**config.mk**
```make
export PLATFORM = sky130hd
export DESIGN_NAME = rat_ckpt
export DESIGN_NICKNAME = d
export VERILOG_FILES = /design/src/rtl/rat_ckpt_pkg.sv /design/src/rtl/rat_bank.sv /design/src/rtl/rat_ckpt.sv
export SDC_FILE = /design/constraint.sdc
export NUM_CORES = 1
export LEC_CHECK = 0
export BUFFER_PORTS_ARGS = -buffer_cell sky130_fd_sc_hd__buf_4
export CAP_MARGIN = 20
export CORE_AREA = 2 2 85 87
export DETAILED_ROUTE_END_ITERATION = 8
export DIE_AREA = 0 0 87 89
export PLACE_DENSITY = 0.72
export SKIP_CTS_REPAIR_TIMING = 1
export SLEW_MARGIN = 25
export SYNTH_ARGS = -nofsm -noshare
export SYNTH_HDL_FRONTEND = slang
export SYNTH_SLANG_ARGS = --single-unit
```
**constraint.sdc**
```tcl
create_clock -name clk -period 3.4 [get_ports clk]
set_clock_uncertainty 0.05 [all_clocks]
set_input_delay 0 -clock clk [delete_from_list [all_inputs] [get_ports clk]]
set_output_delay 0 -clock clk [all_outputs]
set_load 0.02 [all_outputs]
```
**src/rtl/rat_ckpt_pkg.sv**
```systemverilog
// Shared defaults and per-cycle action encoding for the rename alias table.
package rat_ckpt_pkg;
  localparam int DEF_NUM_AREGS = 8;
  localparam int DEF_ROB_DEPTH = 4;

  typedef enum logic [1:0] {
    ACT_NORMAL  = 2'd0,
    ACT_FLUSH   = 2'd1,
    ACT_RESTORE = 2'd2
  } rat_act_e;
endpackage

```
**src/rtl/rat_bank.sv**
```systemverilog
// NUM_AREGS x {valid, rob} table: tag-checked clear, one write port, parallel load.
// rd exposes the table with this cycle's commit already applied.
module rat_bank
  import rat_ckpt_pkg::*;
#(
  parameter  int NUM_AREGS = DEF_NUM_AREGS,
  parameter  int ROB_W     = 2,
  localparam int AREG_W    = $clog2(NUM_AREGS),
  localparam int EW        = ROB_W + 1
) (
  input  logic                          clk,
  input  logic                          rst,
  input  logic                          clear_all,
  input  logic                          load_en,
  input  logic [NUM_AREGS-1:0][EW-1:0]  load_data,
  input  logic                          clr_en,
  input  logic [AREG_W-1:0]             clr_idx,
  input  logic [ROB_W-1:0]              clr_rob,
  input  logic                          wr_en,
  input  logic [AREG_W-1:0]             wr_idx,
  input  logic [ROB_W-1:0]              wr_rob,
  output logic [NUM_AREGS-1:0][EW-1:0]  rd
);
  typedef struct packed {
    logic             valid;
    logic [ROB_W-1:0] rob;
  } rat_entry_t;

  for (genvar i = 0; i < NUM_AREGS; i++) begin : g_ent
    rat_entry_t ent, clr, nxt;

    always_comb begin
      clr = ent;
      // Only the exact producer may retire a mapping; a younger rename survives.
      if (clr_en && clr_idx == AREG_W'(i) && ent.rob == clr_rob) clr.valid = 1'b0;
      nxt = clr;
      if (clear_all)                          nxt = '0;
      else if (load_en)                       nxt = rat_entry_t'(load_data[i]);
      else if (wr_en && wr_idx == AREG_W'(i)) nxt = '{valid: 1'b1, rob: wr_rob};
    end

    always_ff @(posedge clk or posedge rst)
      if (rst) ent <= '0;
      else     ent <= nxt;

    assign rd[i] = clr;
  end
endmodule

```
**src/rtl/rat_ckpt.sv**
```systemverilog
// Register alias table with tag-checked commit, flush and a single branch checkpoint.
// Live and snapshot tables are rat_bank instances; priority, read mux and occupancy live here.
module rat_ckpt
  import rat_ckpt_pkg::*;
#(
  parameter  int NUM_AREGS = DEF_NUM_AREGS,
  parameter  int ROB_DEPTH = DEF_ROB_DEPTH,
  localparam int AREG_W    = $clog2(NUM_AREGS),
  localparam int ROB_W     = $clog2(ROB_DEPTH)
) (
  input  logic              clk,
  input  logic              rst,
  input  logic              update_en,
  input  logic [AREG_W-1:0] dest_reg,
  input  logic [ROB_W-1:0]  rob_tail,
  input  logic              commit_en,
  input  logic [AREG_W-1:0] commit_reg,
  input  logic [ROB_W-1:0]  commit_rob,
  input  logic              flush,
  input  logic              ckpt_save,
  input  logic              ckpt_restore,
  input  logic [AREG_W-1:0] src1_reg,
  input  logic [AREG_W-1:0] src2_reg,
  output logic              src1_ready,
  output logic              src2_ready,
  output logic [ROB_W-1:0]  src1_rob,
  output logic [ROB_W-1:0]  src2_rob,
  output logic              ckpt_valid,
  output logic [AREG_W:0]   pending_count
);
  typedef struct packed {
    logic             valid;
    logic [ROB_W-1:0] rob;
  } rat_entry_t;

  rat_entry_t [NUM_AREGS-1:0] live_rd, snap_rd;
  rat_act_e                   act;
  logic [AREG_W:0]            cnt_nxt;

  always_comb begin
    act = ACT_NORMAL;
    if (flush || (ckpt_restore && !ckpt_valid)) act = ACT_FLUSH;
    else if (ckpt_restore)                      act = ACT_RESTORE;
  end

  rat_bank #(.NUM_AREGS(NUM_AREGS), .ROB_W(ROB_W)) u_live (
    .clk       (clk),
    .rst       (rst),
    .clear_all (act == ACT_FLUSH),
    .load_en   (act == ACT_RESTORE),
    .load_data (snap_rd),
    .clr_en    (commit_en),
    .clr_idx   (commit_reg),
    .clr_rob   (commit_rob),
    .wr_en     (update_en && act == ACT_NORMAL),
    .wr_idx    (dest_reg),
    .wr_rob    (rob_tail),
    .rd        (live_rd)
  );

  // Snapshot takes live after commit but before this cycle's rename.
  rat_bank #(.NUM_AREGS(NUM_AREGS), .ROB_W(ROB_W)) u_snap (
    .clk       (clk),
    .rst       (rst),
    .clear_all (1'b0),
    .load_en   (ckpt_save && act == ACT_NORMAL),
    .load_data (live_rd),
    .clr_en    (commit_en),
    .clr_idx   (commit_reg),
    .clr_rob   (commit_rob),
    .wr_en     (1'b0),
    .wr_idx    ('0),
    .wr_rob    ('0),
    .rd        (snap_rd)
  );

  // live_rd already has the commit match cleared, which is exactly the retire bypass.
  assign src1_ready = !live_rd[src1_reg].valid;
  assign src2_ready = !live_rd[src2_reg].valid;
  assign src1_rob   = live_rd[src1_reg].rob;
  assign src2_rob   = live_rd[src2_reg].rob;

  always_comb begin
    logic v;
    cnt_nxt = '0;
    for (int i = 0; i < NUM_AREGS; i++) begin
      unique case (act)
        ACT_FLUSH:   v = 1'b0;
        ACT_RESTORE: v = snap_rd[i].valid;
        default:     v = live_rd[i].valid || (update_en && dest_reg == AREG_W'(i));
      endcase
      cnt_nxt = cnt_nxt + {{AREG_W{1'b0}}, v};
    end
  end

  always_ff @(posedge clk or posedge rst) begin
    if (rst) begin
      ckpt_valid    <= 1'b0;
      pending_count <= '0;
    end else begin
      pending_count <= cnt_nxt;
      if (act != ACT_NORMAL) ckpt_valid <= 1'b0;
      else if (ckpt_save)    ckpt_valid <= 1'b1;
    end
  end
endmodule

```
=== Word level (Yosys, flattened, before mapping) ===
Index checks and enable logic that the tools add are counted.

* Bits in registers: 53
* Latch bits: 0
* Memory bits (writable): 0
* Memory bits (read-only): 0
* Input port bits: 23
* Memories: 0

* Add/sub/neg operators: 7
* Multipliers: 0
* Div/mod/pow operators: 0
* $lt $le $gt $ge: 2
* Eq/ne operators: 32
* Shift operators: 0
* Muxes and demuxes: 64
* Bitwise gates (word level): 0
* Reduce and logical (&&, ||, !) cells: 68

{| class="wikitable"
|+ Operator list
! operator !! count
|-
| two-way mux 3 bit || 34
|-
| logical AND 1 bit || 43
|-
| == test 2 bit || 16
|-
| == test 3 bit, second input constant || 8
|-
| nonzero test 3 bit || 8
|-
| binary-select mux 3 bit (select 3 bit) || 2
|-
| two-way mux 1 bit || 18
|-
| adder 4 x 1 -> 4 bit || 4
|-
| case mux 1 bit (2 select lines) || 8
|-
| == test 3 x 2 -> 1 bit, second input constant || 4
|-
| logical OR 1 bit || 9
|-
| less-than comparator 3 x 4 -> 1 bit, second input constant || 2
|-
| == test 3 x 1 -> 1 bit, second input constant || 2
|-
| zero test 3 bit || 2
|-
| adder 3 x 1 -> 4 bit || 1
|-
| two-way mux 2 bit || 2
|-
| nonzero test 2 bit || 2
|-
| adder 2 x 1 -> 3 bit || 1
|-
| zero test 1 bit || 3
|-
| adder 1 x 1 -> 2 bit || 1
|-
| == test 2 x 1 -> 1 bit, second input constant || 1
|-
| == test 2 bit, second input constant || 1
|-
| zero test 2 bit || 1
|}

=== Logic depth before layout (Yosys ltp) ===
Gate-level depths: netlist of the first run.

* Word-level depth: 13
* Mapped depth: 17
* Mapped depth without buffers: 16

=== Modules after synthesis ===
A second synthesis of the first run with hierarchy kept.

* Cells, all modules: 397
* Area total of the unflattened synthesis: 4145.2 um^2

{| class="wikitable"
|+ Modules (own cells, without submodules)
! module !! times used !! cells an instance !! area each (um^2)
|-
| rat_bank || 2 || 157 || 1614.0
|-
| rat_ckpt || 1 || 83 || 917.1
|}

=== Worst setup path before layout of the first run ===
Ideal clock, no wire load.

* Path type: flip-flop to flip-flop
* From: register ckpt_valid
* To: register pending_count[2]
* Data arrival time: 3.434 ns
* Slack: -0.207 ns
* Stages on the path, launching flop included: 14
* Path buffers: 0
* Clock period less this slack: 3.607 ns
* Cells stage by stage: dfrtp_1 inv_1 a21oi_1 o211ai_1 fa_1 inv_1 fa_1 inv_1 fa_1 inv_1 ha_1 inv_1 fa_1 xnor2_1

* Longest elaborated chain between the ends: 13
* Elaborated cells on any way between the ends: 21
* Those cells by class: add/sub: 7; eq/ne: 2; mux: 9; reduce/logical: 3

{| class="wikitable"
|+ Ends and longest elaborated chain
! item !! RTL line !! text
|-
| start, declared || rat_ckpt.sv:28 || <nowiki>output logic ckpt_valid,</nowiki>
|-
| start signal, assigned || rat_ckpt.sv:98 || <nowiki>ckpt_valid <= 1'b0;</nowiki>
|-
| start signal, assigned || rat_ckpt.sv:102 || <nowiki>if (act != ACT_NORMAL) ckpt_valid <= 1'b0;</nowiki>
|-
| start signal, assigned || rat_ckpt.sv:103 || <nowiki>else if (ckpt_save) ckpt_valid <= 1'b1;</nowiki>
|-
| zero test 1 bit (*) || rat_ckpt.sv:42 || <nowiki>if (flush || (ckpt_restore && !ckpt_valid)) act = ACT_FLUSH;</nowiki>
|-
| logical AND 1 bit (*) || rat_ckpt.sv:42 ||
|-
| logical OR 1 bit (*) || rat_ckpt.sv:42 ||
|-
| two-way mux 2 bit (*) || rat_ckpt.sv:42 ||
|-
| == test 2 bit / == test 2 x 1 -> 1 bit (equally long branches) || rat_ckpt.sv:87 || <nowiki>unique case (act)</nowiki>
|-
| case mux 1 bit (2 select lines) || rat_ckpt.sv:87 ||
|-
| adder 1 x 1 -> 2 bit || rat_ckpt.sv:92 || <nowiki>cnt_nxt = cnt_nxt + {{AREG_W{1'b0}}, v};</nowiki>
|-
| adder 2 x 1 -> 3 bit || rat_ckpt.sv:92 ||
|-
| adder 3 x 1 -> 4 bit || rat_ckpt.sv:92 ||
|-
| adder 4 x 1 -> 4 bit (3 in a row) || rat_ckpt.sv:92 ||
|-
| adder 4 x 1 -> 4 bit (*) || rat_ckpt.sv:92 ||
|-
| net cnt_nxt[2] || rat_ckpt.sv:38 || <nowiki>logic [AREG_W:0] cnt_nxt;</nowiki>
|-
| end signal, assigned || rat_ckpt.sv:101 || <nowiki>pending_count <= cnt_nxt;</nowiki>
|-
| end, declared || rat_ckpt.sv:29 || <nowiki>output logic [AREG_W:0] pending_count</nowiki>
|}

Mark *: on every way through the listed nets, which the timed path passes. The rest lies on a longest branch.
A chain may end at the register's enable or synchronous reset.

=== Final worst setup path of the first run ===
* From: register u_live.g_ent[0].ent (netlist bit u_live.rd[1])
* To: register pending_count[1]

* Longest elaborated chain between the ends: 12

{| class="wikitable"
|+ Ends and longest elaborated chain
! item !! RTL line !! text
|-
| start, declared || rat_bank.sv:30 || <nowiki>rat_entry_t ent, clr, nxt;</nowiki>
|-
| start signal, assigned || rat_bank.sv:44 || <nowiki>else ent <= nxt;</nowiki>
|-
| == test 2 bit || rat_bank.sv:35 || <nowiki>if (clr_en && clr_idx == AREG_W'(i) && ent.rob == clr_rob) clr.valid = 1'b0;</nowiki>
|-
| logical AND 1 bit || rat_bank.sv:35 ||
|-
| two-way mux 1 bit || rat_bank.sv:35 ||
|-
| logical OR 1 bit || rat_ckpt.sv:90 || <nowiki>default: v = live_rd[i].valid || (update_en && dest_reg == AREG_W'(i));</nowiki>
|-
| case mux 1 bit (2 select lines) || rat_ckpt.sv:87 ||
|-
| adder 1 x 1 -> 2 bit || rat_ckpt.sv:92 ||
|-
| adder 2 x 1 -> 3 bit || rat_ckpt.sv:92 ||
|-
| adder 3 x 1 -> 4 bit || rat_ckpt.sv:92 ||
|-
| adder 4 x 1 -> 4 bit (4 in a row) || rat_ckpt.sv:92 ||
|-
| net cnt_nxt[1] || rat_ckpt.sv:38 ||
|}

The timed path passes the listed nets, and every way through them passes these cells.

==> flow_metrics.env, run 1 <==
export IMPL_status="finished with violations"
export IMPL_violations="setup timing"
export IMPL_clockRootBuffer="clkbuf_8"
export IMPL_boundaryPins=34
export IMPL_fillers=554
export IMPL_dp_hpwl_mm=6.88
export IMPL_antenna_cells=0
export IMPL_cts_tree="done"
export IMPL_antenna_found_initial=0
export IMPL_final_nets=430
export IMPL_fin_util=0.625
export IMPL_cts_buffers=5
export IMPL_grt_setup_unrepaired="true"
export IMPL_cpPeakStageDelay_ns=0.55
export IMPL_synth_distinct_cells=48
export IMPL_layout_min_cycle_time_ns=3.58
export IMPL_core_area_um2=6720
export IMPL_crit_slowest_cell="fa_1"
export IMPL_hold_path_class="input port to flop"
export IMPL_cp_end_kind="flop"
export IMPL_synth_flop_cell="dfrtp_1"
export IMPL_fin_crit_sh=1.05
export IMPL_timing_fmax_mhz=279
export IMPL_antenna_left=0
export IMPL_track_usage=0.247
export IMPL_startpoint_type="flop"
export IMPL_path_class="flop to flop"
export IMPL_min_delay_path_depth=4
export IMPL_r2r_cells=14
export IMPL_yosys_warnings=0
export IMPL_synth_edf_count=0
export IMPL_initial_utilization=0.505
export IMPL_required_ns=3.56
export IMPL_p_leak_nw=2.04
export IMPL_place_area_um2=4010
export IMPL_drive_above_1_share=0.334
export IMPL_cts_sinks=53
export IMPL_via_per_inst=6.04
export IMPL_dieHeight_um=89
export IMPL_clk_latency_ns=0.30
export IMPL_max_slew_margin_rel=0.562
export IMPL_setup_viol=2
export IMPL_async_flop_share=1.00
export IMPL_grt_overflow_total=0
export IMPL_setup_ws_ns=-0.178
export IMPL_wire_per_inst_um=18.6
export IMPL_rows=30
export IMPL_worstMarginPinSlew_ns=0.657
export IMPL_yosys_top_cells_count="dfrtp_1, nand2_1, mux2_2, xor2_1, inv_1"
export IMPL_synth_area_top_cells="dfrtp_1, mux2_2, mux4_2"
export IMPL_netlist_area_um2=3390
export IMPL_portBuffers=33
export IMPL_gp_congestion=0.973
export IMPL_finalHoldViolCount=0
export IMPL_maxSlewViolCount=0
export IMPL_syn_to_final_growth_pct=23.8
export IMPL_fp_dieW_um=87
export IMPL_path_clk_slew_ns=0.09
export IMPL_drt_wl_total_mm=8.93
export IMPL_first_global_vias=2862
export IMPL_synth_cells=327
export IMPL_grt_max_degree=54
export IMPL_yosysMostFrequentCell="dfrtp_1"
export IMPL_synth_top_cell_area_share=0.391
export IMPL_avgSynthCellArea_um2=10.4
export IMPL_powerDensity_nw_per_um2=313
export IMPL_grt_pass1_wl_mm=14.6
export IMPL_drt_iter0_markers=283
export IMPL_vias=2907
export IMPL_cp_cell_sequence="xnor2_2 > a31oi_4 > or2_4 > o211ai_1 > fa_1 > inv_1 > fa_1 > inv_1 > fa_1 > inv_1 > ha_2 > inv_2 > fa_2 > inv_2"
export IMPL_synth_seq_area_share=0.391
export IMPL_cp_max_fo=4
export IMPL_critPathArrivalTime_ns=3.74
export IMPL_fp_dieArea_um2=7740
export IMPL_cts_htree_levels=2
export IMPL_synth_fp_nets=357
export IMPL_first_pass_iters=5
export IMPL_final_cell_area_um2=4200
export IMPL_drcViolationCount=0
export IMPL_clk_path_buf_depth=2
export IMPL_ys_seq_elements=53
export IMPL_peakVddDrop_v=0.000189
export IMPL_max_cap_violations=0
export IMPL_yosysTopAreaCell="dfrtp_1"
worst paths after layout:
check,start,endpoint,slack (ns)
max in group asynchronous,rst,u_live.rd[3],2.55
min in group asynchronous,rst,u_snap.rd[0],0.29
hold reg to reg,u_snap.rd[1],u_live.rd[1],0.49
setup / recovery,u_live.rd[1],pending_count[1],-0.18
hold / removal,flush,ckpt_valid,0.07
setup reg to reg,u_live.rd[1],pending_count[1],-0.18
layer usage:
layer	track usage	vias up	part of all wire
met5	0	-	0
met4	0.0696	0	0.022
met3	0.0379	21	0.075
met2	0.412	121	0.48
met1	0.338	1443	0.43
li1	-	1322	-
metrics by stage:
step           worst slack (ns)  hold slack, ns  power, mW  setup TNS, ns  cells
2_1_floorplan           -0.0830          0.0162      0.855        -0.0845    327
3_3_place_gp             -0.160           0.162      0.964         -0.246    467
3_5_place_dp             -0.252          0.0963      0.972         -0.421    467
4_1_cts                  -0.253          -0.228       1.31         -0.425    475
5_1_grt                  -0.368          0.0874       1.38         -0.733    481
6_report                 -0.178          0.0716       1.31         -0.276    481
worst max-delay path: cells and delay by family (launching register included):
kind,cells,cell delay (ns)
AOI/OAI and AO/OA,2,0.33
xor gates and xnor gates,1,0.15
adders and majority gates,5,2.15
buffers and inverters,5,0.24
DFF,1,0.42
and+or+nand+nor,1,0.15
report_power, final:
group	leakage (nW)	total [mW]	internal, mW	switching [mW]
Combinational	1.27	0.295	0.134	0.161
Clock	0.0450	0.341	0.143	0.198
Sequential	0.728	0.676	0.657	0.0186
Total	2.04	1.31	0.935	0.377
placed cells by master (no fill, tap or decap), types with 3 or more instances in the layout:
master / n
a211oi_1: 8
a21oi_1: 4
a22oi_1: 5
a311oi_1: 3
a32oi_1: 4
and3_1: 4
buf_4: 80
clkbuf_8: 5
dfrtp_1: 53
dlygate4sd3_1: 5
fa_1: 3
inv_1: 13
inv_2: 3
mux2_2: 20
mux2i_1: 11
mux4_2: 8
nand2_1: 32
nand3_1: 13
nand4_1: 3
nor2_1: 15
nor2b_1: 8
nor3_1: 4
o211a_1: 3
o21ai_0: 12
o31ai_1: 8
xnor2_1: 10
xnor2_2: 3
xor2_1: 20
sequential cells by signal, indices dropped and copies added, names as in the netlist:
register	flops
ckpt_valid	1
pending_count	4
u_live.g_ent.ent	8
u_live.rd	16
u_snap.g_ent.ent	8
u_snap.rd	16
cell type report:
| class | count | area, µm² | area share |
|---|---|---|---|
| Inverter | 17 | 66.3 | 0.0158 |
| Clock inverter | 2 | 10.0 | 0.00239 |
| Sequential cell | 53 | 1330 | 0.316 |
| Clock buffer | 6 | 72.6 | 0.0173 |
| Multi-Input combinational cell | 236 | 1940 | 0.461 |
| Timing Repair Buffer | 87 | 686 | 0.163 |
| Tap cell | 80 | 100 | 0.0239 |
kinds of logic (layout without fill, tap and decap cells):
| logic type | after synthesis | count (layout) | synth area share |
|---|---|---|---|
| AND/OR/NAND/NOR | 91 | 91 | 0.139 |
| AO/OA/AOI/OAI | 66 | 66 | 0.146 |
| multiplexers | 39 | 39 | 0.152 |
| buffers and inverters | 38 | 112 | 0.0524 |
| XOR/XNOR | 33 | 33 | 0.0852 |
| adder cells (fa/ha/maj) | 7 | 7 | 0.0347 |
| flip-flops | 53 | 53 | 0.391 |
Power figures use the tool's default switching activity.
==> run 2: changes to the inputs <==
--- a/config.mk
+++ b/config.mk
@@ -11,6 +11,7 @@
 export DETAILED_ROUTE_END_ITERATION = 8
 export DIE_AREA = 0 0 87 89
 export PLACE_DENSITY = 0.72
+export REMOVE_ABC_BUFFERS = 1
 export SKIP_CTS_REPAIR_TIMING = 1
 export SLEW_MARGIN = 25
 export SYNTH_ARGS = -nofsm -noshare
==> run 2 against run 1 <==
Largest power group unchanged; cell area shrank 0.80%; largest cell class unchanged; sequential power is essentially flat; combinational power is essentially flat; the flow still finishes with violations (setup timing); via count grew 0.96%; critical path type unchanged; critical path depth is the same; setup slack lost 0.079 ns; sequential share of layout area grew 0.26 points; non-clock buffer count grew 1.
==> flow_metrics.env, run 2 (same netlist as run 1, synthesis figures left out) <==
export IMPL_fp_dieArea_um2=7740
export IMPL_crit_start="u_live.rd[1]"
export IMPL_antenna_found_initial=0
export IMPL_cts_tree="done"
export IMPL_drive_above_1_share=0.331
export IMPL_r2r_cells=14
export IMPL_cp_max_fo=2
export IMPL_grt_pass1_wl_mm=15.1
export IMPL_portBuffers=33
export IMPL_drcViolationCount=0
export IMPL_dp_hpwl_mm=7.17
export IMPL_finalHoldViolCount=0
export IMPL_cts_htree_levels=2
export IMPL_gp_congestion=0.984
export IMPL_grt_setup_unrepaired="true"
export IMPL_powerDensity_nw_per_um2=320
export IMPL_maxSlewViolCount=0
export IMPL_fin_crit_sh=1.08
export IMPL_cpPeakStageDelay_ns=0.52
export IMPL_fin_util=0.620
export IMPL_max_slew_margin_rel=0.605
export IMPL_drt_iter0_markers=250
export IMPL_final_cell_mix="buf_4, dfrtp_1, nand2_1"
export IMPL_p_leak_nw=2.03
export IMPL_rr_startpoint="u_live.rd[1]"
export IMPL_wl_met1_mm=4.24
export IMPL_setup_viol=2
export IMPL_path_class="flop to flop"
export IMPL_syn_to_final_growth_pct=22.8
export IMPL_hold_path_startpoint="dest_reg[1]"
export IMPL_crit_slowest_cell="fa_2"
export IMPL_core_area_um2=6720
export IMPL_rows=30
export IMPL_first_pass_iters=5
export IMPL_layout_commonest_cell="buf_4"
export IMPL_setup_tns_ns=-0.446
export IMPL_maxUsedRoutingLayer="met4"
export IMPL_cp_cell_sequence="xnor2_1 > a31oi_2 > or2_4 > o211ai_1 > fa_1 > inv_2 > fa_1 > inv_1 > fa_1 > inv_1 > ha_2 > inv_2 > fa_2 > inv_2"
export IMPL_track_usage=0.261
export IMPL_place_area_um2=3980
export IMPL_cp_end_kind="flop"
export IMPL_max_cap_violations=0
export IMPL_wire_per_inst_um=19.9
export IMPL_min_delay_path_depth=4
export IMPL_peakVddDrop_v=0.000185
export IMPL_drt_wl_total_mm=9.60
export IMPL_path_clk_slew_ns=0.10
export IMPL_crit_family="adder cells"
export IMPL_cts_buffers=5
export IMPL_cts_sinks=53
export IMPL_critPathArrivalTime_ns=3.82
export IMPL_layout_min_cycle_time_ns=3.66
export IMPL_status="finished with violations"
export IMPL_required_ns=3.57
export IMPL_via_per_inst=6.09
export IMPL_hold_path_class="input port to flop"
export IMPL_first_global_vias=2885
export IMPL_clk_path_buf_depth=2
export IMPL_antenna_left=0
export IMPL_cp_num_cells=14
export IMPL_initial_utilization=0.505
export IMPL_grt_overflow_total=0
export IMPL_clk_latency_ns=0.31
export IMPL_met3_length_um=737
export IMPL_setup_ws_ns=-0.257
export IMPL_clockRootBuffer="clkbuf_8"
export IMPL_startpoint_type="flop"
export IMPL_grt_max_degree=31
export IMPL_wl_met2_mm=4.47
export IMPL_place_ws_ns=-0.293
export IMPL_timing_fmax_mhz=273
export IMPL_final_cell_area_um2=4160
export IMPL_vias=2935
export IMPL_final_nets=431
export IMPL_fp_dieW_um=87
export IMPL_violations="setup timing"
export IMPL_antenna_cells=0
export IMPL_worstMarginPinSlew_ns=0.590
export IMPL_dieHeight_um=89
export IMPL_boundaryPins=34
export IMPL_crit_buf_inv=5
==> run 2: cell types whose count changed in the layout (fill, tap and decap cells not counted), moves of 2 or more <==
cell      previous run  this run
xnor2_1             10        12
clkinv_2             2         0
inv_2                3         5
xnor2_2              3         1
buf_4               80        83
==> run 2: per-layer routing <==
metal  track usage  up-vias
li1              -     1326
met1         0.368     1438
met2         0.413      156
met3        0.0536       15
met4        0.0724        0
met5             0        -
==> run 2: area by class of cell <==
cell class	count	area, µm²
Clock buffer	7	76.3
Clock inverter	1	7.51
Fill cell	565	2560
Inverter	17	63.8
Multi-Input combinational cell	236	1920
Sequential cell	53	1330
Tap cell	80	100
Timing Repair Buffer	88	673
==> run 2: worst min-delay path, stage by stage <==
cell and delay (ns):
buf_4 0.14, nand4_1 0.10, a32oi_1 0.10, nand2_1 0.06
==> run 2: report_power, final <==
part           total, mW  switching (mW)  internal, mW
sequential         0.676          0.0183         0.657
clock              0.358           0.212         0.147
combinational      0.297           0.165         0.131
total               1.33           0.395         0.935
==> run 2: final timing paths <==
path | to | slack, ns
max in group asynchronous | u_live.rd[0] | 2.25
min in group asynchronous | u_snap.g_ent[0].ent[2] | 0.24
hold reg to reg | u_snap.g_ent[3].ent[2] | 0.51
hold / removal | u_live.rd[10] | 0.07
setup / recovery | pending_count[1] | -0.26
setup reg to reg | pending_count[1] | -0.26
==> run 2: stage by stage <==
step                cells  total power [mW]  hold WS [ns]
floorplan             306             0.827        0.0162
global placement      466             0.965        0.0263
detailed placement    466             0.971        0.0309
CTS                   474              1.32        -0.301
global route          482              1.39        0.0901
finish                482              1.33        0.0736
